`config.mk`:
```
export PLATFORM = sky130hd
export DESIGN_NAME = uart_tx_arb
export DESIGN_NICKNAME = d
export VERILOG_FILES = /design/src/rtl/uart_arb_pkg.sv /design/src/rtl/rr_arb2.sv /design/src/rtl/uart_tx_arb.sv
export SDC_FILE = /design/constraint.sdc
export NUM_CORES = 1
export LEC_CHECK = 0
export BUFFER_PORTS_ARGS = -buffer_cell sky130_fd_sc_hd__buf_2
export CAP_MARGIN = 15
export CORE_ASPECT_RATIO = 1.1
export CORE_MARGIN = 10
export CORE_UTILIZATION = 59
export CTS_BUF_LIST = sky130_fd_sc_hd__clkbuf_8
export CTS_CLUSTER_SIZE = 40
export DETAILED_ROUTE_END_ITERATION = 8
export GPL_TIMING_DRIVEN = 0
export PLACE_DENSITY_LB_ADDON = 0.15
export SYNTH_ARGS = -nofsm -noshare
export SYNTH_HDL_FRONTEND = slang
export SYNTH_SLANG_ARGS = --single-unit
```
`constraint.sdc`:
```
create_clock -name clk -period 2.3 [get_ports clk]
set_input_delay 0.115 -clock clk [delete_from_list [all_inputs] [get_ports clk]]
set_output_delay 0.115 -clock clk [all_outputs]
set_load 0.005 [all_outputs]
```
`src/rtl/uart_arb_pkg.sv`:
```
// rtl/uart_arb_pkg.sv - shared types and constants for the UART transmit arbiter
package uart_arb_pkg;

  typedef enum logic [1:0] {
    IDLE       = 2'd0,
    LOCKED     = 2'd1,
    WAIT_START = 2'd2,
    WAIT_DONE  = 2'd3
  } arb_state_t;

  // Cycles allowed for the UART to raise tx_busy after a strobe
  localparam logic [2:0] START_TIMEOUT = 3'd4;

endpackage

```
`src/rtl/rr_arb2.sv`:
```
// rtl/rr_arb2.sv - two-way round-robin owner picker
module rr_arb2 (
  input  logic [1:0] valid,
  input  logic       last_owner,
  output logic [1:0] pick
);

  // On contention favour the requester that did not own the link last
  always_comb begin
    pick = 2'b00;
    if (valid[0] && valid[1]) begin
      pick = last_owner ? 2'b01 : 2'b10;
    end else if (valid[0]) begin
      pick = 2'b01;
    end else if (valid[1]) begin
      pick = 2'b10;
    end
  end

endmodule

```
`src/rtl/uart_tx_arb.sv`:
```
// rtl/uart_tx_arb.sv - arbitrates two byte requesters onto one UART transmitter
module uart_tx_arb
  import uart_arb_pkg::*;
#(
  parameter int unsigned BURST_MAX = 16,
  parameter int unsigned GAP_MAX   = 8,
  parameter logic [7:0]  EOP_CHAR  = 8'h0A
) (
  input  logic       clk,
  input  logic       reset,
  input  logic [7:0] req0_data,
  input  logic       req0_valid,
  output logic       req0_ready,
  input  logic [7:0] req1_data,
  input  logic       req1_valid,
  output logic       req1_ready,
  output logic [7:0] tx_data,
  output logic       tx_wr,
  input  logic       tx_busy,
  output logic [1:0] grant,
  output logic       err
);

  localparam logic [7:0] BURST_LIM = 8'(BURST_MAX);
  localparam logic [7:0] GAP_LIM   = 8'(GAP_MAX);

  arb_state_t state;
  logic       last_owner;
  logic [7:0] count;
  logic [7:0] gap;
  logic [2:0] timer;
  logic [1:0] pick;

  logic       owner;
  logic       owner_valid;
  logic [7:0] owner_data;
  logic       accept;
  logic [7:0] count_inc;
  logic [7:0] gap_inc;
  logic       do_release;

  rr_arb2 u_rr_arb2 (
    .valid      ({req1_valid, req0_valid}),
    .last_owner (last_owner),
    .pick       (pick)
  );

  assign owner       = grant[1];
  assign owner_valid = owner ? req1_valid : req0_valid;
  assign owner_data  = owner ? req1_data : req0_data;

  // Only the owner sees ready, and only while the UART is free
  assign req0_ready = (state == LOCKED) & grant[0] & ~tx_busy;
  assign req1_ready = (state == LOCKED) & grant[1] & ~tx_busy;
  assign accept     = owner_valid & (owner ? req1_ready : req0_ready);

  assign count_inc = count + 8'd1;
  assign gap_inc   = gap + 8'd1;

  // Ownership ends on an idle owner, an end-of-packet byte or a full burst
  assign do_release =
      ((state == LOCKED) && !owner_valid && (gap_inc == GAP_LIM)) ||
      ((state == WAIT_DONE) && !tx_busy &&
       ((tx_data == EOP_CHAR) || (count_inc == BURST_LIM)));

  // Arbiter FSM with registered grant, strobe, byte and error outputs
  always_ff @(posedge clk or negedge reset) begin
    if (!reset) begin
      state      <= IDLE;
      grant      <= 2'b00;
      last_owner <= 1'b1;
      count      <= 8'd0;
      gap        <= 8'd0;
      timer      <= 3'd0;
      tx_data    <= 8'h00;
      tx_wr      <= 1'b0;
      err        <= 1'b0;
    end else begin
      tx_wr <= 1'b0;
      if (do_release) begin
        state      <= IDLE;
        grant      <= 2'b00;
        last_owner <= owner;
        count      <= 8'd0;
        gap        <= 8'd0;
      end else begin
        case (state)
          IDLE: begin
            if (|pick) begin
              grant <= pick;
              gap   <= 8'd0;
              state <= LOCKED;
            end
          end
          LOCKED: begin
            if (accept) begin
              tx_data <= owner_data;
              tx_wr   <= 1'b1;
              timer   <= 3'd0;
              gap     <= 8'd0;
              state   <= WAIT_START;
            end else if (owner_valid) begin
              gap <= 8'd0;
            end else begin
              gap <= gap_inc;
            end
          end
          WAIT_START: begin
            if (tx_busy) begin
              state <= WAIT_DONE;
            end else if (timer == START_TIMEOUT - 3'd1) begin
              err   <= 1'b1;
              state <= WAIT_DONE;
            end else begin
              timer <= timer + 3'd1;
            end
          end
          WAIT_DONE: begin
            if (!tx_busy) begin
              count <= count_inc;
              state <= LOCKED;
            end
          end
          default: state <= IDLE;
        endcase
      end
    end
  end

endmodule
```
==> impl_metrics.tcl, run 1 <==
set metrics [dict create \
    crit_arrival_ns 2.40 \
    grt_use_met2 0.240 \
    finalCriticalPeriod_ns 2.18 \
    endpoint_kind "flop" \
    synth_fp_nets 251 \
    syn_to_final_growth_pct 15.1 \
    grt_overflow 0 \
    n_fill_cell 297 \
    clk_pin_slew_ns 0.07 \
    gp_congestion 0.819 \
    busiest_layer "met2" \
    met1_usage 0.182 \
    synth_seq_cells 34 \
    synth_edf_count 0 \
    layout_worst_path_cycle_share 0.950 \
    met3_usage 0.0405 \
    core_area_um2 3630 \
    instances_no_fill 312 \
    die_x_um 78.4 \
    layout_commonest_cell "buf_2" \
    die-area_um2 6610 \
    drive_gt1_frac 0.302 \
    clock_latency_ns 0.29 \
    peakVddDrop_mv 0.535 \
    avgViaCountPerCell 5.71 \
    power.density_nw_per_um2 934 \
    ys_types 54 \
    final-max-slew-violation-count 0 \
    finalPower_mw 2.38 \
    pwr-share-clk 0.189 \
    ys.warnings.count 0 \
    intPower_mw 1.49 \
    syn_area_um2 2220 \
    crit_fanout 8 \
    max_freq_ghz 0.458 \
    clk_path_buf_depth 2 \
    crit_path_start_kind "flop" \
    dr.first_iter.drc_count 138 \
    layout_common_cells "buf_2, dfrtp_1, nor2_1, a21oi_1, nand2_1" \
    rsz0062_at_grt "false" \
    h-tree-depth 2 \
    p_sw_frac 0.375 \
    dp.cells 304 \
    antenna_found_initial 0 \
    maxCapViolations 0 \
    maxSlewHeadroom 0.515 \
    vias 1783 \
    fp.dieH_um 84.3 \
    clkSinkCount 34 \
    diodes 0 \
    grt_pass1_wl_um 8250 \
    finClkSkew_ns 0.00606 \
    drc 0 \
    wl_um 4670 \
    hold-worst-slack_ns 0.182 \
    leakagePower_nw 1.19 \
    start_util 0.611 \
    cts_buffers 5 \
    postSynthAreaPerCell_um2 10.0 \
    setup_violations 0 \
    fin_setup_tns_ns 0 \
    cts_tree "yes" \
    hpwlAfterDp_um 3510 \
    crit_type "flop to flop" \
    synthFlopType "dfrtp_1" \
    grt_max_degree 35 \
    cts_root_buffer "clkbuf_8" \
    switchingPower_mw 0.893 \
    port_buffers 33 \
    p_comb_frac 0.429 \
    netlist_instances 221 \
    status "complete, no violations" \
    pwr-share-seq 0.382 \
    wl_per_cell_um 15.0 \
    rows 23 \
    hold_viol 0 \
    hp-class "input pin to flop" \
    io_pins 35 \
    grt_use_total 0.148 \
    firstDrtPassIters 4 \
    synth-async-reset-ratio 1.00 \
    first_global_vias 1785 \
    final_nets 291 \
    crit_required_ns 2.52 \
    antenna_left 0 \
    worst_pin_slew_ns 0.727 \
    ys_seq_area_frac 0.385 \
]
-- what timing repair did --
action | CTS | global route
setup buffers | 0 | 0
hold buffers | 1 | 0
setup endpoints to repair | 0 | 24
hold endpoints to repair | 33 | 0
gates resized for setup | 0 | 3
-- metal layers --
metal | share of wire | wire length (um) | up-vias
li1 | - | - | 881
met1 | 0.46 | 2130 | 862
met2 | 0.49 | 2290 | 34
met3 | 0.044 | 207 | 6
met4 | 0.010 | 47 | 0
met5 | 0 | 0 | -
-- area by class of cell --
class                      instances  area (um2)  share of cell area
clock inverter                     2        8.76             0.00343
clock buffer                       6        82.6              0.0324
multi-input combinational        171        1290               0.507
inverter                           8        30.0              0.0118
sequential                        34         853               0.335
buffer                             7        45.0              0.0177
timing repair buffer              34         175              0.0687
tap                               50        62.6              0.0245
-- synthesized netlist by cell type (3+ instances only) --
cell        n  area share
mux2_2      8       0.041
and2_1      5       0.014
o21ai_0    10       0.023
nor2_1     21       0.036
ha_1        9       0.051
a22oi_1     3       0.010
a211oi_1    4       0.014
and3_1      4       0.011
nor4_1      3      0.0085
dfrtp_1    33        0.37
clkbuf_1    3      0.0051
nand3b_1    5       0.017
a2bb2oi_1   3       0.012
nor3_1      3      0.0068
nand3_1     4      0.0090
nor2b_1     5       0.014
a21oi_1    18       0.041
mux2_4      9       0.061
mux2i_1     8       0.036
inv_1       8       0.014
nand2_1    13       0.022
nand2b_1    4       0.011
-- power by group through the flow --
stage               Sequential (mW)  Combinational (mW)  Clock [mW]
global placement              0.909                1.01           0
detailed placement            0.918                1.02           0
CTS                           0.909                1.03       0.462
floorplan                     0.885               0.765           0
global route                  0.936                1.16       0.490
finish                        0.910                1.02       0.450
-- logic make-up (layout without fill, tap and decap cells) --
| kind of cell | count (synthesis) | in the layout | synth area share |
|---|---|---|---|
| and+or+nand+nor | 82 | 82 | 0.213 |
| AOI/OAI and AO/OA | 52 | 52 | 0.165 |
| DFF | 34 | 34 | 0.385 |
| muxes | 26 | 26 | 0.143 |
| buffers and inverters | 16 | 57 | 0.0356 |
| adders and majority gates | 9 | 9 | 0.0508 |
| xor gates and xnor gates | 2 | 2 | 0.00791 |
-- registers in the layout (all words and copies together), names as in the netlist --
signal	flops
count	8
gap	8
tx_data	8
timer	3
grant	2
state	2
err	1
last_owner	1
tx_wr	1
-- critical path, stage by stage, from the launching register on --
cell	delay, ns
dfrtp_1	0.48
ha_2	0.26
a21o_1	0.16
a211o_1	0.32
a2111oi_4	0.38
o2bb2ai_2	0.20
mux2_4	0.33
-- through the flow --
stage | worst slack [ns] | cell area (um2) | util
after floorplan | 0.185 | 2220 | -
after global placement | 0.0262 | 2440 | 0.674
after detailed placement | 0.0257 | 2440 | 0.674
after CTS | 0.0154 | 2540 | 0.702
after global routing | 0.0140 | 2550 | 0.703
final | 0.115 | 2550 | 0.703
-- path summary, 6_finish.rpt --
kind | endpoint | slack (ns) | cells after the start | start
max in group asynchronous | gap[0]$_DFFE_PN0P_ | 1.37 | 2 | reset
max | last_owner$_DFFE_PN1P_ | 0.12 | 6 | gap[1]$_DFFE_PN0P_
max reg2reg | last_owner$_DFFE_PN1P_ | 0.12 | 6 | gap[1]$_DFFE_PN0P_
min | tx_data[3]$_DFFE_PN0P_ | 0.18 | 3 | req1_data[3]
min in group asynchronous | gap[4]$_DFFE_PN0P_ | 0.42 | 2 | reset
min reg2reg | err$_DFFE_PN0P_ | 0.47 | 2 | err$_DFFE_PN0P_
Power figures use the tool's default switching activity.
==> run 2: changes to the inputs <==
--- a/config.mk
+++ b/config.mk
@@ -7,10 +7,13 @@
 export LEC_CHECK = 0
 export BUFFER_PORTS_ARGS = -buffer_cell sky130_fd_sc_hd__buf_2
 export CAP_MARGIN = 15
+export CELL_PAD_IN_SITES_DETAIL_PLACEMENT = 0
+export CELL_PAD_IN_SITES_GLOBAL_PLACEMENT = 1
 export CORE_ASPECT_RATIO = 1.1
 export CORE_MARGIN = 10
-export CORE_UTILIZATION = 59
+export CORE_UTILIZATION = 45
 export CTS_BUF_LIST = sky130_fd_sc_hd__clkbuf_8
+export CTS_CLUSTER_DIAMETER = 150
 export CTS_CLUSTER_SIZE = 40
 export DETAILED_ROUTE_END_ITERATION = 8
 export GPL_TIMING_DRIVEN = 0
==> impl_metrics.tcl, run 2 (synthesis results as in run 1) <==
set metrics [dict create \
    cts_root_buffer "clkbuf_8" \
    whs_path_depth 3 \
    p_comb_frac 0.426 \
    setup_violations 0 \
    leakagePower_nw 1.18 \
    hpwlAfterDp_um 3600 \
    rrSetupSlack_ns 0.08 \
    first_global_vias 1780 \
    finalCriticalPeriod_ns 2.22 \
    reg_top3 "count: 8 flops, gap: 8 flops, tx_data: 8 flops" \
    intPower_mw 1.49 \
    multi_input_area_um2 1290 \
    layout_worst_path_cycle_share 0.964 \
    worst_pin_slew_ns 0.778 \
    gp_congestion 0.767 \
    status "complete, no violations" \
    hold_viol 0 \
    drive_gt1_frac 0.305 \
    start_util 0.470 \
    register_area_um2 853 \
    p_sw_frac 0.374 \
    clk_path_buf_depth 2 \
    core_area_um2 4720 \
    grt_max_degree 35 \
    die-area_um2 8130 \
    layout_commonest_cell "buf_2" \
    avgViaCountPerCell 5.53 \
    grt_pass1_wl_um 8300 \
    layout_common_cells "buf_2, dfrtp_1, nor2_1, a21oi_1, nand2_1" \
    rows 26 \
    post-place-ws_ns 0.0335 \
    diodes 0 \
    fp.dieH_um 93.6 \
    crit_type "flop to flop" \
    syn_to_final_growth_pct 15.6 \
    finClkSkew_ns 0.0116 \
    maxCapViolations 0 \
    max_freq_ghz 0.451 \
    cts_setup_buffers 0 \
    dr.first_iter.drc_count 40 \
    clock_latency_ns 0.29 \
    wl_um 4800 \
    fin_ws_ns 0.0823 \
    vias 1760 \
    grt_overflow 0 \
    antenna_found_initial 0 \
    drc 0 \
    h-tree-depth 2 \
    final-max-slew-violation-count 0 \
    switchingPower_mw 0.893 \
    cts_buffers 5 \
    min_from "req1_data[6]" \
    endpoint_kind "flop" \
    pwr-share-seq 0.378 \
    crit_fanout 8 \
    firstDrtPassIters 4 \
    crit_arrival_ns 2.44 \
    fin_setup_tns_ns 0 \
    r2r-start "gap[1]$_DFFE_PN0P_" \
    wl_per_cell_um 15.1 \
    clk_pin_slew_ns 0.07 \
    pwr-share-clk 0.197 \
    whs_endpoint "tx_data[6]$_DFFE_PN0P_" \
    peakVddDrop_mv 0.468 \
    cts_tree "yes" \
    maxSlewHeadroom 0.481 \
    clkSinkCount 34 \
    rsz0062_at_grt "false" \
    grt_use_total 0.124 \
    antenna_left 0 \
    regToRegEndpoint "last_owner$_DFFE_PN1P_" \
    hold-worst-slack_ns 0.180 \
    reg2reg_depth 6 \
    n_fill_cell 428 \
    crit_required_ns 2.52 \
    crit_path_start_kind "flop" \
    hp-class "input pin to flop" \
    final_nets 291 \
    io_pins 35 \
    die_x_um 86.9 \
    power.density_nw_per_um2 931 \
    port_buffers 33 \
]
[run 2: repair_timing]
item                                    4_1_cts  5_1_grt
gates resized for setup                       0        3
hold buffers                                  1        0
endpoints found under the setup margin        0       13
hold endpoints to repair                     33        0
[run 2: critical path, cell delays in order (launching register included)]
cell	delay [ns]
dfrtp_1	0.47
ha_2	0.25
a21o_1	0.16
a211o_1	0.33
a2111oi_4	0.43
o2bb2ai_2	0.19
mux2_4	0.32
[run 2: stage by stage]
stage          cell area, um2   util  std cells  power, mW
2_1_floorplan            2220      -        221       1.65
3_3_place_gp             2450  0.520        310       1.93
3_5_place_dp             2450  0.520        310       1.94
4_1_cts                  2560  0.542        319       2.41
5_1_grt                  2560  0.543        318       2.59
6_report                 2560  0.543        318       2.39
[run 2: routing by layer]
layer	GRT usage	part of all wire	vias up
li1	-	-	884
met1	0.166	0.49	836
met2	0.180	0.44	34
met3	0.0417	0.055	6
met4	0.0446	0.014	0
met5	0	0	-
[run 2: how the worst max path moves through the flow]
stage                             from                      to  slack, ns  cells after the start
floorplan           gap[0]$_DFFE_PN0P_  last_owner$_DFFE_PN1P_       0.19                      6
global placement    gap[0]$_DFFE_PN0P_  last_owner$_DFFE_PN1P_       0.01                      6
detailed placement  gap[0]$_DFFE_PN0P_  last_owner$_DFFE_PN1P_       0.03                      6
CTS                 gap[0]$_DFFE_PN0P_  last_owner$_DFFE_PN1P_       0.01                      6
global route        gap[1]$_DFFE_PN0P_      gap[2]$_DFFE_PN0P_      0.001                      7
finish              gap[1]$_DFFE_PN0P_  last_owner$_DFFE_PN1P_       0.08                      6
[run 2: power by group through the flow]
stage | Clock [mW] | Combinational [mW] | Sequential [mW]
after floorplan | 0 | 0.765 | 0.885
after global placement | 0 | 1.02 | 0.913
after detailed placement | 0 | 1.02 | 0.912
after CTS | 0.480 | 1.03 | 0.902
after global routing | 0.505 | 1.15 | 0.933
final | 0.469 | 1.02 | 0.901
[run 2: area by class of cell]
cell class / instances / share of cell area
flip-flops and latches: 34 / 0.333
clock buffers: 6 / 0.0322
well taps: 56 / 0.0274
repair buffers: 34 / 0.0684
plain buffers: 7 / 0.0176
clock inverters: 2 / 0.00489
inverters: 8 / 0.0117
multi-input cells: 171 / 0.505
==> run 3: changes to the inputs <==
--- a/config.mk
+++ b/config.mk
@@ -11,13 +11,13 @@
 export CELL_PAD_IN_SITES_GLOBAL_PLACEMENT = 1
 export CORE_ASPECT_RATIO = 1.1
 export CORE_MARGIN = 10
-export CORE_UTILIZATION = 45
-export CTS_BUF_LIST = sky130_fd_sc_hd__clkbuf_8
+export CORE_UTILIZATION = 44
 export CTS_CLUSTER_DIAMETER = 150
 export CTS_CLUSTER_SIZE = 40
 export DETAILED_ROUTE_END_ITERATION = 8
 export GPL_TIMING_DRIVEN = 0
-export PLACE_DENSITY_LB_ADDON = 0.15
+export PLACE_DENSITY_LB_ADDON = 0.05
 export SYNTH_ARGS = -nofsm -noshare
 export SYNTH_HDL_FRONTEND = slang
 export SYNTH_SLANG_ARGS = --single-unit
+export TNS_END_PERCENT = 5
==> impl_metrics.tcl, run 3 (synthesis results as in run 1) <==
set metrics [dict create \
    status "complete, no violations" \
    power.density_nw_per_um2 1000 \
    crit_type "flop to flop" \
    switchingPower_mw 0.906 \
    grt_max_degree 35 \
    cp_cell_sequence "ha_2 > a21o_1 > a211o_1 > a2111oi_4 > o2bb2ai_2 > mux2_4" \
    drive_gt1_frac 0.305 \
    rrSetupSlack_ns 0.09 \
    layout_worst_path_cycle_share 0.962 \
    antenna_left 0 \
    postPlaceCellArea_um2 2450 \
    fin_ws_ns 0.0883 \
    grt_use_total 0.123 \
    crit_fanout 8 \
    finalCriticalPeriod_ns 2.21 \
    grt_pass1_wl_um 8360 \
    finClkSkew_ns 0.0111 \
    diodes 0 \
    critical-path-slowest-cell "dfrtp_1" \
    crit_arrival_ns 2.43 \
    pwr-share-clk 0.261 \
    final-max-slew-violation-count 0 \
    crit_required_ns 2.52 \
    h-tree-depth 2 \
    syn_to_final_growth_pct 17.8 \
    maxCapViolations 0 \
    die_x_um 87.7 \
    firstDrtPassIters 4 \
    intPower_mw 1.71 \
    rsz0062_at_grt "false" \
    avgViaCountPerCell 5.43 \
    grt_overflow 0 \
    cts_setup_buffers 0 \
    reg_top3 "count: 8 flops, gap: 8 flops, tx_data: 8 flops" \
    gp_congestion 0.815 \
    finalInstanceArea_um2 2610 \
    peakVddDrop_mv 0.436 \
    clock_latency_ns 0.29 \
    drc 0 \
    maxSlewHeadroom 0.480 \
    crit_path_start_kind "flop" \
    hold-worst-slack_ns 0.187 \
    finish.utilization 0.529 \
    fin_setup_tns_ns 0 \
    cts_root_buffer "clkbuf_8" \
    wl_per_cell_um 15.7 \
    clk_path_buf_depth 2 \
    layout_commonest_cell "buf_2" \
    hpwlAfterDp_um 3820 \
    cts_buffers 5 \
    crit_family "compound AO/OA/AOI/OAI gates" \
    max_freq_ghz 0.452 \
    hp-class "input pin to flop" \
    final_nets 291 \
    cts_tree "yes" \
    antenna_found_initial 0 \
    layout_common_cells "buf_2, dfrtp_1, nor2_1, a21oi_1, nand2_1" \
    critPathBufInv 0 \
    io_pins 35 \
    fp.dieH_um 94.4 \
    p_comb_frac 0.394 \
    wl_um 5030 \
    clkSinkCount 34 \
    port_buffers 33 \
    endpoint_kind "flop" \
    dr.first_iter.drc_count 36 \
    worst_pin_slew_ns 0.780 \
    setup_violations 0 \
    vias 1739 \
    first_global_vias 1703 \
    die-area_um2 8280 \
    leakagePower_nw 1.20 \
    clk_pin_slew_ns 0.08 \
    start_util 0.449 \
    pwr-share-seq 0.345 \
    slowest_delay_ns 0.48 \
    rows 27 \
    hold_viol 0 \
    post-place-ws_ns -0.0481 \
    core_area_um2 4930 \
    p_sw_frac 0.346 \
]
[run 3: worst register-to-register path, stage by stage, from the launching register on]
cell and delay, ns:
dfrtp_1 0.48, ha_2 0.26, a21o_1 0.16, a211o_1 0.32, a2111oi_4 0.42, o2bb2ai_2 0.19
mux2_4 0.32
[run 3: worst paths after layout]
check,to,start,cells after the start
setup / recovery,last_owner$_DFFE_PN1P_,gap[1]$_DFFE_PN0P_,6
hold / removal,tx_data[5]$_DFFE_PN0P_,req1_data[5],3
max in group asynchronous,gap[0]$_DFFE_PN0P_,reset,2
setup reg to reg,last_owner$_DFFE_PN1P_,gap[1]$_DFFE_PN0P_,6
min in group asynchronous,count[6]$_DFFE_PN0P_,reset,2
hold reg to reg,err$_DFFE_PN0P_,err$_DFFE_PN0P_,2
[run 3: final cells by class]
type | instances | area [um2]
Multi-Input combinational cell | 171 | 1290
Timing Repair Buffer | 34 | 175
Inverter | 8 | 30.0
Sequential cell | 34 | 853
Clock buffer | 6 | 82.6
Clock inverter | 2 | 60.1
Fill cell | 459 | 2320
Buffer | 7 | 45.0
Tap cell | 58 | 72.6
[run 3: timing repair]
action | in CTS | in global routing
endpoints found under the setup margin | 4 | 11
resized for setup | 2 | 1
gates cloned | 0 | 0
endpoints found under the hold margin | 33 | 0
hold buffers | 1 | 0
[run 3: power groups by stage]
stage          combinational (mW)  clock, mW  sequential, mW
2_1_floorplan               0.765          0           0.885
3_3_place_gp                 1.05          0           0.910
3_5_place_dp                 1.04          0           0.913
4_1_cts                      1.05      0.700           0.902
5_1_grt                      1.17      0.725           0.930
6_report                     1.03      0.684           0.903
[run 3: routing by layer]
layer  GRT usage  share of wire  wire (um)  vias up
li1            -              -          -      887
met1       0.153           0.44       2230      821
met2       0.201           0.51       2560       25
met3      0.0319          0.033        168        6
met4      0.0412          0.013         64        0
met5           0              0          0        -
[run 3: stage by stage]
| step | total power, mW | std cells |
|---|---|---|
| 2_1_floorplan | 1.65 | 221 |
| 3_3_place_gp | 1.96 | 312 |
| 3_5_place_dp | 1.96 | 312 |
| 4_1_cts | 2.65 | 321 |
| 5_1_grt | 2.82 | 320 |
| 6_report | 2.62 | 320 |
